==> src/rtl/video_src_gen.sv <==
// video_src_gen: programmable video timing and test-pattern source.
//
// Walks a column/line raster sized by the latched timing inputs and emits sync,
// data-enable and RGB with one register stage after the counters. Region order
// on both axes is sync, back porch, active, front porch; zero-width regions
// simply never match.
//
// Ports
//   clk_i            pixel clock, rising edge
//   rst_i            asynchronous reset, active low
//   en_i             generation enable, sampled at frame boundaries
//   H_sync..H_FP     horizontal region widths in pixels
//   V_sync..V_FP     vertical region widths in lines
//   pattern_sel_i    0 solid, 1 colour bars, 2 gradient, 3 checker
//   color_i          solid colour {R,G,B}
//   hsync_o, vsync_o active-high syncs
//   de_o             active video
//   red_o..blue_o    pixel data, zero outside active video
//   frame_done_o     pulse aligned with the last pixel of a frame
//   frame_cnt_o      completed frames
//
// Build option: define VIDEO_SRC_FRAME_CNT_EN to implement frame_cnt_o;
// otherwise it is tied to zero.
module video_src_gen (
    input  logic        clk_i,
    input  logic        rst_i,
    input  logic        en_i,
    input  logic [9:0]  H_sync,
    input  logic [9:0]  H_BP,
    input  logic [9:0]  H_VldDat,
    input  logic [9:0]  H_FP,
    input  logic [9:0]  V_sync,
    input  logic [9:0]  V_BP,
    input  logic [9:0]  V_VldDat,
    input  logic [9:0]  V_FP,
    input  logic [1:0]  pattern_sel_i,
    input  logic [23:0] color_i,
    output logic        hsync_o,
    output logic        vsync_o,
    output logic        de_o,
    output logic [7:0]  red_o,
    output logic [7:0]  green_o,
    output logic [7:0]  blue_o,
    output logic        frame_done_o,
    output logic [15:0] frame_cnt_o
);

    typedef enum logic [1:0] {StIdle, StRun, StDrain} state_e;

    state_e      state_q, state_d;
    logic [9:0]  h_sync_q, h_bp_q, h_act_q, h_fp_q;
    logic [9:0]  v_sync_q, v_bp_q, v_act_q, v_fp_q;
    logic [1:0]  pattern_q;
    logic [23:0] color_q;
    logic [11:0] col_q, col_d, line_q, line_d;

    logic [11:0] h_act_start, h_act_end, h_total;
    logic [11:0] v_act_start, v_act_end, v_total;

    assign h_act_start = {2'b0, h_sync_q} + {2'b0, h_bp_q};
    assign h_act_end   = h_act_start + {2'b0, h_act_q};
    assign h_total     = h_act_end + {2'b0, h_fp_q};
    assign v_act_start = {2'b0, v_sync_q} + {2'b0, v_bp_q};
    assign v_act_end   = v_act_start + {2'b0, v_act_q};
    assign v_total     = v_act_end + {2'b0, v_fp_q};

    logic running, start_ok, col_last, last_pix, latch_en;

    assign running  = (state_q != StIdle);
    // Decided on the live inputs, which are latched on the same edge.
    assign start_ok = en_i && (H_VldDat != 10'd0) && (V_VldDat != 10'd0);
    assign col_last = (col_q == h_total - 12'd1);
    assign last_pix = running && col_last && (line_q == v_total - 12'd1);
    // Counters sit at (0,0) in idle and after the last pixel: both are frame start.
    assign latch_en = !running || last_pix;

    always_ff @(posedge clk_i or negedge rst_i) begin
        if (!rst_i) begin
            h_sync_q  <= '0;
            h_bp_q    <= '0;
            h_act_q   <= '0;
            h_fp_q    <= '0;
            v_sync_q  <= '0;
            v_bp_q    <= '0;
            v_act_q   <= '0;
            v_fp_q    <= '0;
            pattern_q <= '0;
            color_q   <= '0;
        end else if (latch_en) begin
            h_sync_q  <= H_sync;
            h_bp_q    <= H_BP;
            h_act_q   <= H_VldDat;
            h_fp_q    <= H_FP;
            v_sync_q  <= V_sync;
            v_bp_q    <= V_BP;
            v_act_q   <= V_VldDat;
            v_fp_q    <= V_FP;
            pattern_q <= pattern_sel_i;
            color_q   <= color_i;
        end
    end

    always_comb begin
        state_d = state_q;
        case (state_q)
            StIdle:  if (start_ok) state_d = StRun;
            StRun: begin
                if (last_pix)   state_d = start_ok ? StRun : StIdle;
                else if (!en_i) state_d = StDrain;
            end
            StDrain: begin
                if (last_pix)  state_d = start_ok ? StRun : StIdle;
                else if (en_i) state_d = StRun;
            end
            default: state_d = StIdle;
        endcase
    end

    always_comb begin
        col_d  = col_q;
        line_d = line_q;
        if (latch_en) begin
            col_d  = '0;
            line_d = '0;
        end else if (col_last) begin
            col_d  = '0;
            line_d = line_q + 12'd1;
        end else begin
            col_d  = col_q + 12'd1;
        end
    end

    logic        hsync_c, vsync_c, de_c;
    logic [11:0] act_col, bar_w, bar_edge;
    logic [4:0]  act_line;
    logic [3:0]  bar_idx;
    logic [23:0] bar_rgb, rgb_c;

    always_comb begin
        hsync_c  = running && (col_q < {2'b0, h_sync_q});
        vsync_c  = running && (line_q < {2'b0, v_sync_q});
        de_c     = running && (col_q >= h_act_start) && (col_q < h_act_end) &&
                   (line_q >= v_act_start) && (line_q < v_act_end);
        act_col  = col_q - h_act_start;
        // Only bit 4 of the active line is needed; low bits of a difference
        // depend only on low bits of the operands.
        act_line = line_q[4:0] - v_act_start[4:0];

        // Bar index = number of bar boundaries passed; index 8 is the remainder.
        bar_w    = {5'b0, h_act_q[9:3]};
        bar_edge = '0;
        bar_idx  = '0;
        for (int k = 0; k < 8; k++) begin
            bar_edge = bar_edge + bar_w;
            if (act_col >= bar_edge) bar_idx = bar_idx + 4'd1;
        end
        case (bar_idx)
            4'd0:    bar_rgb = 24'hFFFFFF;
            4'd1:    bar_rgb = 24'hFFFF00;
            4'd2:    bar_rgb = 24'h00FFFF;
            4'd3:    bar_rgb = 24'h00FF00;
            4'd4:    bar_rgb = 24'hFF00FF;
            4'd5:    bar_rgb = 24'hFF0000;
            4'd6:    bar_rgb = 24'h0000FF;
            default: bar_rgb = 24'h000000;
        endcase

        rgb_c = '0;
        if (de_c) begin
            case (pattern_q)
                2'd0:    rgb_c = color_q;
                2'd1:    rgb_c = bar_rgb;
                2'd2:    rgb_c = {act_col[7:0], act_col[7:0], act_col[7:0]};
                default: rgb_c = (act_col[4] ^ act_line[4]) ? 24'hFFFFFF : 24'h000000;
            endcase
        end
    end

    always_ff @(posedge clk_i or negedge rst_i) begin
        if (!rst_i) begin
            state_q      <= StIdle;
            col_q        <= '0;
            line_q       <= '0;
            hsync_o      <= 1'b0;
            vsync_o      <= 1'b0;
            de_o         <= 1'b0;
            red_o        <= '0;
            green_o      <= '0;
            blue_o       <= '0;
            frame_done_o <= 1'b0;
        end else begin
            state_q      <= state_d;
            col_q        <= col_d;
            line_q       <= line_d;
            hsync_o      <= hsync_c;
            vsync_o      <= vsync_c;
            de_o         <= de_c;
            red_o        <= rgb_c[23:16];
            green_o      <= rgb_c[15:8];
            blue_o       <= rgb_c[7:0];
            frame_done_o <= last_pix;
        end
    end

`ifdef VIDEO_SRC_FRAME_CNT_EN
    logic [15:0] frame_cnt_q;

    // Steps on the same edge that raises frame_done_o.
    always_ff @(posedge clk_i or negedge rst_i) begin
        if (!rst_i)        frame_cnt_q <= '0;
        else if (last_pix) frame_cnt_q <= frame_cnt_q + 16'd1;
    end

    assign frame_cnt_o = frame_cnt_q;
`else
    assign frame_cnt_o = 16'd0;
`endif

endmodule

==> config.mk <==
export PLATFORM = sky130hd
export DESIGN_NAME = video_src_gen
export DESIGN_NICKNAME = d
export VERILOG_FILES = /design/src/rtl/video_src_gen.sv
export SDC_FILE = /design/constraint.sdc
export NUM_CORES = 1
export LEC_CHECK = 0
export CORE_ASPECT_RATIO = 0.5
export CORE_MARGIN = 8
export CORE_UTILIZATION = 40
export DETAILED_ROUTE_END_ITERATION = 10
export PLACE_DENSITY = 0.64
export SYNTH_ARGS = -nofsm -noshare
export SYNTH_HDL_FRONTEND = slang
export SYNTH_SLANG_ARGS = --single-unit
==> constraint.sdc <==
create_clock -name clk_i -period 12.7 [get_ports clk_i]
set_input_delay 2.54 -clock clk_i [delete_from_list [all_inputs] [get_ports clk_i]]
set_output_delay 2.54 -clock clk_i [all_outputs]
set_load 0.02 [all_outputs]
-- Yosys cells after proc, flatten, opt, wreduce, memory -nomap -nowiden
Index checks and enable logic that the tools add are counted.
- output and inout port bits: 44
- input bits: 109
- register bits after elaboration: 160
- add/sub/neg operators: 26
- equal/unequal tests: 15
- bitwise logic cells: 1
- magnitude comparators: 14
- reduce and logical (&&, ||, !) cells: 20
- muxes and demuxes: 23
- operators by type and width (kind ; number):
    $pmux 24 s7 ; 1
    $pmux 24 s3 ; 1
    $mux 12 ; 4
    $mux 24 ; 2
    $ge 12x11->1 ; 3
    $ge 12x12->1 ; 3
    $add 4x1->4 const B ; 7
    $mux 4 ; 7
    $add 11x10->12 ; 2
    $add 12x1->12 const B ; 2
    $add 12x10->12 ; 2
    $add 12x7->12 ; 2
    $eq 12x12->1 ; 2
    $lt 12x10->1 ; 2
    $lt 12x12->1 ; 2
    $sub 12x1->12 const B ; 2
    $add 10x10->11 ; 2
    $reduce_bool 10->1 ; 2
    $add 11x7->12 ; 1
    $eq 4x3->1 const B ; 3
    $ge 12x10->1 ; 1
    $ge 12x7->1 ; 1
    $ge 12x8->1 ; 1
    $ge 12x9->1 ; 1
    other kinds (23) ; 43

-- Logic depth before layout (Yosys ltp)
Gate-level depths: netlist (run 1).
- depth after elaboration: 22
- mapped depth: 42
- mapped depth without buffers: 41

-- Worst setup path after synthesis (run 1)
OpenSTA, ideal clock, no wires.
- kind: flip-flop to flip-flop
- start point: register h_sync_q[0]
- end point: register blue_o[0]
- data required time: 12.560 ns
- cell stages (with the launch flop): 39
- library setup time: 0.140 ns
- clock period less this slack: 8.092 ns
- path slack: 4.608 ns
- arrival: 7.952 ns
- cell sequence: dfrtp_1 ha_1 fa_1 a21o_1 a21oi_1 o21bai_1 a21oi_1 o21bai_1 a21oi_1 xnor2_1 inv_1 ha_1 a21o_1 a31o_2 nand2_1 o221ai_2 or2_1 buf_2 [... 3 more ...] buf_1 xnor2_1 ha_1 mux2i_1 inv_1 ha_1 inv_1 mux2i_1 ha_1 mux2i_1 inv_1 ha_1 and3_1 nor2b_1 and4_1 or4_4 nand2_4 o32ai_1
- cells in the longest elaborated chain, start to end: 22
- elaborated cells on any way between the ends: 44
- ends and longest elaborated chain (element ; line ; source):
    from (decl) ; 51 ; logic [9:0] h_sync_q, h_bp_q, h_act_q, h_fp_q;
    from (signal assigned) ; 90 ; h_sync_q <= H_sync;
    $add 10x10->11 (*) ; 60 ; assign h_act_start = {2'b0, h_sync_q} + {2'b0, h_bp_q};
    $sub 12x11->12 ; 144 ; act_col = col_q - h_act_start;
    $ge 12x7->1 ; 155 ; if (act_col >= bar_edge) bar_idx = bar_idx + 4'd1;
    $mux 1 ; 155 ;
    $add 4x1->4 ; 155 ;
    $mux 4 ; 155 ;
    $add 4x1->4 ; 155 ;
    $mux 4 ; 155 ;
    [... 7 more ...] ; - ;
    $mux 4 ; 155 ;
    $add 4x1->4 ; 155 ;
    $mux 4 ; 155 ;
    $eq 4x3->1, or another cell as far along ; 157 ; case (bar_idx)
    $pmux 24 s7 ; 157 ;
    $pmux 24 s3 ; 170 ; case (pattern_q)
    $mux 24 (*) ; 169 ; if (de_c) begin
    named net rgb_c[0] ; 137 ; logic [23:0] bar_rgb, rgb_c;
    to (signal assigned) ; 200 ; blue_o <= rgb_c[7:0];
    to (decl) ; 43 ; output logic [7:0] blue_o,
Mark *: on every way through the listed nets, which the timed path passes. The rest lies on a longest branch.
A chain may end at the register's enable or synchronous reset.

-- Worst setup path after layout (run 1)
- start point: register h_sync_q[0]
- end point: register red_o[0]
- cells in the longest elaborated chain, start to end: 22
- elaborated cells on any way between the ends: 44
- ends and longest elaborated chain (element ; line ; source):
    $add 10x10->11 (*) ; 60 ;
    $sub 12x11->12 ; 144 ;
    $ge 12x7->1 ; 155 ;
    $mux 1 ; 155 ;
    $add 4x1->4 ; 155 ;
    $mux 4 ; 155 ;
    $add 4x1->4 ; 155 ;
    $mux 4 ; 155 ;
    [... 7 more ...] ; - ;
    $mux 4 ; 155 ;
    $add 4x1->4 ; 155 ;
    $mux 4 ; 155 ;
    $eq 4x3->1, or another cell as far along ; 157 ;
    $pmux 24 s7 ; 157 ;
    $pmux 24 s3 ; 170 ;
    $mux 24 (*) ; 169 ;
    named net rgb_c[16] ; 137 ;
    to (signal assigned) ; 198 ; red_o <= rgb_c[23:16];
    to (decl) ; 41 ; output logic [7:0] red_o,
Marked as above.

==> results_dict.tcl, run 1 <==
set metrics [dict create \
    area_used_by_multi_input_combinational_logic_um2 10400 \
    finalWorstPathRequiredPeriod_ns 8.86 \
    first_pass_grt_wire_length_um 61300 \
    worst_ep_arrival_time_ns 9.15 \
    worstSetupStartpointType "register" \
    dominantRegCellSynth "sky130_fd_sc_hd__dfrtp_1" \
    largest_net_degree_at_the_start_of_global_routing 83 \
    slew_headroom_pct 29.4 \
    achievable-frequency_ghz 0.113 \
    grt_remaining_overflow 0 \
    syn_avg_cell_area_um2 9.41 \
    clock_latency_ns 0.44 \
    synth_sequential_area_ratio_pct 26.2 \
    initial_antenna_violation_count 0 \
    post_synth_edffs 0 \
    antenna_violating_nets_post_route 0 \
    routed-via-count 11900 \
    regToRegSetupSlack_ns 3.84 \
    ctsHoldBuffers 0 \
    max_stage_delay_ns 0.59 \
    number_of_buffers_on_the_longest_clock_path 2 \
    first_global_vias 12100 \
    synth_top_area_cell "sky130_fd_sc_hd__dfrtp_1" \
    worst-path-max-fanout 8 \
    post_synthesis_instance_area_um2 15300 \
    highest_delay_cell_along_the_critical_path "sky130_fd_sc_hd__nor4_1" \
    initial_utilization_pct 40.7 \
    antenna_cells_inserted 0 \
    placed_area_um2 17200 \
    rows 50 \
    timing_worst_slew_pin_value_ns 1.06 \
    clock_tree_from_tritoncts "done" \
    finalWeightedCongestion 0.861 \
    placeableCoreArea_um2 37500 \
    synthesis.instances 1622 \
    post_drt_wl_per_cell_um 16.3 \
    outcome "finished clean" \
    hold-path-cell-count 1 \
    timing.final.ws_setup_ns 3.84 \
    cts.clk_slew.worst_paths_ns 0.06 \
    cts_inserted_buffers 17 \
    design.die.area_um2 45000 \
    top_level_pins 153 \
    cts_post_setup_buffers_inserted 0 \
    clock_sink_count 160 \
    synth_async_sr_flop_share_pct 100 \
    capturing_element_type_of_the_critical_path "register" \
    unrepaired_setup_endpoints_after_global_routing "no" \
    routed_wirelength_um 37000 \
    min-delay-path-class "reg2reg" \
    route.detailed.drc 0 \
    yosys.area.top_type_share_pct 26.2 \
    drt_first_iter_violations 508 \
    cts_resized 0 \
    sequential_cell_area_um2 4000 \
    timing.final.hold_violations 0 \
    cts_root_buffer "sky130_fd_sc_hd__clkbuf_16" \
    dpl.cell_count 2241 \
    number_of_detailed_routing_iterations_run_before_antenna_repair 5 \
    worstRegToRegCells 34 \
    maxCapViolations 0 \
    timing_max_transition_violations_final 0 \
    cts-htree-levels 4 \
    design_area_um2 17800 \
    totalNegativeSetupSlack_ns 0 \
    library_cells_used_by_synthesis 80 \
    post_synth_main_area_contributors "sky130_fd_sc_hd__dfrtp_1 (26%), sky130_fd_sc_hd__ha_1 (21%), sky130_fd_sc_hd__mux2_2 (7.8%)" \
    criticalPathCategory "reg2reg" \
    crit_path_top_cell_by_count "sky130_fd_sc_hd__ha_1" \
    synth-seq-cells 160 \
    dp_worst_setup_slack_ns 3.94 \
    fill_cells 3559 \
    layout.cells.non_filler 2271 \
    timing.clock.skew_ns 0.0105 \
    die_width_um 292 \
    layout.nets 2144 \
    syn_to_final_growth_pct 16.5 \
    post_route_cells_drive_above_1_share_pct 9.96 \
    detailed_place_hpwl_um 29900 \
    vias_per_cell 5.24 \
    ys_warn_count 0 \
    die-height_um 154 \
    worstPathRequired_ns 12.99 \
    portBuffers 136 \
    report.final.setup_viol 0 \
    min_period_over_period_pct 69.8 \
    grt_total_usage_pct 16.5 \
]
[layer usage]
layer | up-vias | part of all wire [%] | GRT usage, %
met5 | - | 0 | 0
met4 | 0 | 1.3 | 3.50
met3 | 37 | 2.9 | 2.63
met2 | 146 | 48 | 28.8
met1 | 5695 | 48 | 21.4
li1 | 6019 | - | -
[sequential cells by signal (all words and copies together) (netlist names)]
signal	cells
v_act_q	10
h_sync_q	10
v_sync_q	10
vsync_o	1
pattern_q	2
state_q	2
red_o	8
hsync_o	1
blue_o	8
color_q	24
h_act_q	10
h_fp_q	10
v_bp_q	10
h_bp_q	10
col_q	12
green_o	8
frame_done_o	1
v_fp_q	10
line_q	12
de_o	1
[worst max-delay path, delay by kind of cell (launching register included)]
| kind | cells | cell delay [ns] |
|---|---|---|
| AOI/OAI and AO/OA | 8 | 1.45 |
| DFF | 1 | 0.40 |
| muxes | 3 | 0.64 |
| and+or+nand+nor | 9 | 3.03 |
| adders and majority gates | 8 | 2.58 |
| xor gates and xnor gates | 2 | 0.35 |
| buffers and inverters | 4 | 0.25 |
[cells by family (layout without fill, tap and decap cells)]
logic type / count (synthesis) / count (layout) / synth area share [%]
fa+ha+maj: 269 / 269 / 22.6
xor+xnor: 138 / 138 / 8.32
simple gates: 286 / 286 / 9.92
mux: 113 / 113 / 8.28
buf+inv: 238 / 376 / 6.28
other cells: 2 / 19 / 0.0492
compound gates: 416 / 416 / 18.3
flops: 160 / 160 / 26.2
[worst paths after layout]
| check | endpoint | start |
|---|---|---|
| min | h_fp_q[6] | h_fp_q[6] |
| max in group asynchronous | red_o[0] | rst_i |
| max reg2reg | red_o[0] | h_sync_q[0] |
| min reg2reg | h_fp_q[6] | h_fp_q[6] |
| max | red_o[0] | h_sync_q[0] |
| min in group asynchronous | v_fp_q[5] | rst_i |
[area by class of cell]
class | count | share of cell area [%]
clock buffer | 20 | 2.51
clock inverter | 10 | 0.732
inverter | 198 | 4.18
multi-input combinational | 1241 | 58.4
sequential | 160 | 22.5
tap | 494 | 3.48
timing repair buffer | 148 | 8.17
[stage by stage]
step	hold slack [ns]	util, %
final	0.505	47.4
after global routing	0.515	47.4
after CTS	0.509	47.4
after detailed placement	0.493	45.9
after global placement	0.487	45.9
after floorplan	0.479	-
[synthesized netlist by cell type (9+ instances only)]
master,number
sky130_fd_sc_hd__nor4_1,10
sky130_fd_sc_hd__a31oi_1,9
sky130_fd_sc_hd__mux2_2,106
sky130_fd_sc_hd__and3_1,12
sky130_fd_sc_hd__o21a_1,29
sky130_fd_sc_hd__a21boi_0,13
sky130_fd_sc_hd__or4_1,10
sky130_fd_sc_hd__o21bai_1,21
sky130_fd_sc_hd__nand4_1,11
sky130_fd_sc_hd__inv_1,198
sky130_fd_sc_hd__nor3_1,18
sky130_fd_sc_hd__nor2b_1,21
sky130_fd_sc_hd__clkbuf_1,19
sky130_fd_sc_hd__buf_4,16
sky130_fd_sc_hd__dfrtp_1,160
sky130_fd_sc_hd__o21ai_0,64
sky130_fd_sc_hd__xor2_1,44
sky130_fd_sc_hd__nor2_1,55
sky130_fd_sc_hd__a21oi_1,115
sky130_fd_sc_hd__ha_1,258
sky130_fd_sc_hd__xnor2_1,89
sky130_fd_sc_hd__nand2_1,61
sky130_fd_sc_hd__o21ai_1,19
sky130_fd_sc_hd__nand2b_1,21
sky130_fd_sc_hd__a21o_1,70
sky130_fd_sc_hd__nand3_1,27
sky130_fd_sc_hd__fa_1,11
[cells in the final DEF (no fill, tap or decap), drive strengths merged, types with 18 or more instances in the layout]
cell type / Yosys / layout
a21o: 70 / 70
a21oi: 115 / 115
clkbuf: 19 / 20
clkdlybuf4s50: 0 / 135
conb: 2 / 19
dfrtp: 160 / 160
ha: 258 / 258
inv: 198 / 201
mux2: 106 / 106
nand2: 62 / 62
nand2b: 21 / 21
nand3: 29 / 29
nor2: 55 / 55
nor2b: 21 / 21
nor3: 18 / 18
o21a: 29 / 29
o21ai: 84 / 84
o21bai: 21 / 21
xnor2: 90 / 90
xor2: 45 / 45
Power of run 1 is left out: the tool's default activity adds up to more than one toggle a clock period on the data nets, which glitch-free logic cannot reach.
==> run 2: changes to the inputs <==
- clock period: 12.7 -> 8.5 ns (I/O delays scaled with it)
==> run 2 against run 1 <==
Fmax grew 8.8%. Cell area rose by 2.6%. Critical endpoint unchanged. Utilization up 1.2 points. Critical path depth is 2 higher. Hold slack gained 0.0033 ns. Sequential share of layout area is 0.57 points lower. Highest routed layer unchanged. Largest cell class unchanged. Register-to-register slack worse by 3.5 ns.
==> results_dict.tcl, run 2 (synthesis gave the netlist of run 1 again) <==
set metrics [dict create \
    routed_wirelength_um 38500 \
    post_drt_wl_per_cell_um 16.8 \
    crit_family "simple AND/OR/NAND/NOR gates" \
    worstSetupStartpointType "register" \
    criticalPathCategory "reg2reg" \
    regToRegSetupSlack_ns 0.36 \
    path_buf_inv 4 \
    capturing_element_type_of_the_critical_path "register" \
    fill_cells 3538 \
    slew_headroom_pct 34.3 \
    die_width_um 292 \
    number_of_detailed_routing_iterations_run_before_antenna_repair 5 \
    initial_antenna_violation_count 0 \
    route.detailed.drc 0 \
    timing_worst_slew_pin_value_ns 0.985 \
    achievable-frequency_ghz 0.123 \
    min-delay-path-class "reg2reg" \
    worstRegToRegCells 36 \
    design.die.area_um2 45000 \
    clock_latency_ns 0.45 \
    routed-via-count 12000 \
    top_level_pins 153 \
    hold-path-cell-count 1 \
    cts.clk_slew.worst_paths_ns 0.07 \
    first_pass_grt_wire_length_um 62900 \
    placeableCoreArea_um2 37500 \
    initial_utilization_pct 40.7 \
    min_period_over_period_pct 95.8 \
    timing.clock.skew_ns 0.0118 \
    worst-path-max-fanout 8 \
    whs_ns 0.508 \
    clock_tree_from_tritoncts "done" \
    largest_net_degree_at_the_start_of_global_routing 96 \
    first_global_vias 12100 \
    vias_per_cell 5.23 \
    maxCapViolations 0 \
    syn_to_final_growth_pct 19.5 \
    cts_inserted_buffers 17 \
    layout.cells.most_common "sky130_fd_sc_hd__ha_1" \
    most-common-layout-cells "sky130_fd_sc_hd__ha_1 (253), sky130_fd_sc_hd__inv_1 (198), sky130_fd_sc_hd__dfrtp_1 (160)" \
    drt_first_iter_violations 490 \
    layout_top_registers "color_q: 24 flops, col_q: 12 flops, line_q: 12 flops" \
    timing.final.hold_violations 0 \
    highest_delay_cell_along_the_critical_path "sky130_fd_sc_hd__or4_4" \
    max_reg_flops 24 \
    cts_root_buffer "sky130_fd_sc_hd__clkbuf_16" \
    antenna_violating_nets_post_route 0 \
    cts-htree-levels 4 \
    portBuffers 136 \
    min_delay_worst_endpoint "h_fp_q[7]" \
    report.final.setup_viol 0 \
    finalWeightedCongestion 0.867 \
    layout.nets 2171 \
    dp_worst_setup_slack_ns 0.0416 \
    timing_max_transition_violations_final 0 \
    ctsHoldBuffers 0 \
    crit_path_top_cell_by_count "sky130_fd_sc_hd__ha_1" \
    detailed_place_hpwl_um 30700 \
    grt_remaining_overflow 0 \
    launch_point_of_the_worst_hold_path "h_fp_q[7]" \
    reg2reg_to "red_o[0]" \
    antenna_cells_inserted 0 \
    clock_sink_count 160 \
    max_stage_delay_ns 0.60 \
    crit-reg2reg-launch "h_sync_q[0]" \
    number_of_buffers_on_the_longest_clock_path 2 \
    outcome "finished clean" \
    die-height_um 154 \
    post_route_cells_drive_above_1_share_pct 13.2 \
    grt_total_usage_pct 16.9 \
    worstPathRequired_ns 8.80 \
    final_util_pct 48.7 \
    finalWorstPathRequiredPeriod_ns 8.14 \
    worst_ep_arrival_time_ns 8.44 \
    register_name_with_the_most_flops "color_q" \
    rows 50 \
    timing.final.ws_setup_ns 0.359 \
]
run 2: changes by cell type in the layout (fill, tap and decap cells not counted), sizes merged:
cell,previous run,this run
clkinv,5,10
bufinv,2,1
inv,201,202
buf,13,40
clkbuf,20,17
run 2: worst max path at each step:
stage / start / to / cells after the start
2_1_floorplan: h_sync_q[0] / blue_o[0] / 38
3_5_place_dp: h_sync_q[0] / red_o[0] / 36
5_1_grt: h_act_q[3] / red_o[3] / 30
3_3_place_gp: h_sync_q[0] / red_o[6] / 36
6_report: h_sync_q[0] / red_o[0] / 36
4_1_cts: h_sync_q[0] / red_o[0] / 36
run 2: timing repair:
| action | CTS | global route |
|---|---|---|
| endpoints found under the setup margin | 0 | 24 |
| setup buffers | 0 | 5 |
| gates resized for setup | 0 | 43 |
run 2: routing by layer:
layer / wire (µm) / global-route usage (%) / vias to the layer above
li1: - / - / 6072
met1: 18400 / 22.3 / 5786
met2: 18600 / 29.3 / 130
met3: 987 / 2.21 / 35
met4: 561 / 4.09 / 0
met5: 0 / 0 / -
run 2: cell type report:
type / instances / area [µm²] / share of cell area (%)
Clock inverter: 15 / 201 / 1.10
Inverter: 198 / 743 / 4.08
Multi-Input combinational cell: 1241 / 10600 / 58.1
Sequential cell: 160 / 4000 / 22.0
Tap cell: 494 / 618 / 3.39
Timing Repair Buffer: 175 / 1660 / 9.08
Clock buffer: 17 / 425 / 2.33
run 2: through the flow:
step / instance area (µm²) / cells / TNS (ns)
6_report: 18200 / 2300 / 0
5_1_grt: 18200 / 2300 / -1.07
4_1_cts: 18000 / 2295 / 0
3_5_place_dp: 17400 / 2263 / 0
3_3_place_gp: 17400 / 2263 / 0
2_1_floorplan: 15300 / 1639 / 0
Power of run 2 is left out for the same reason.
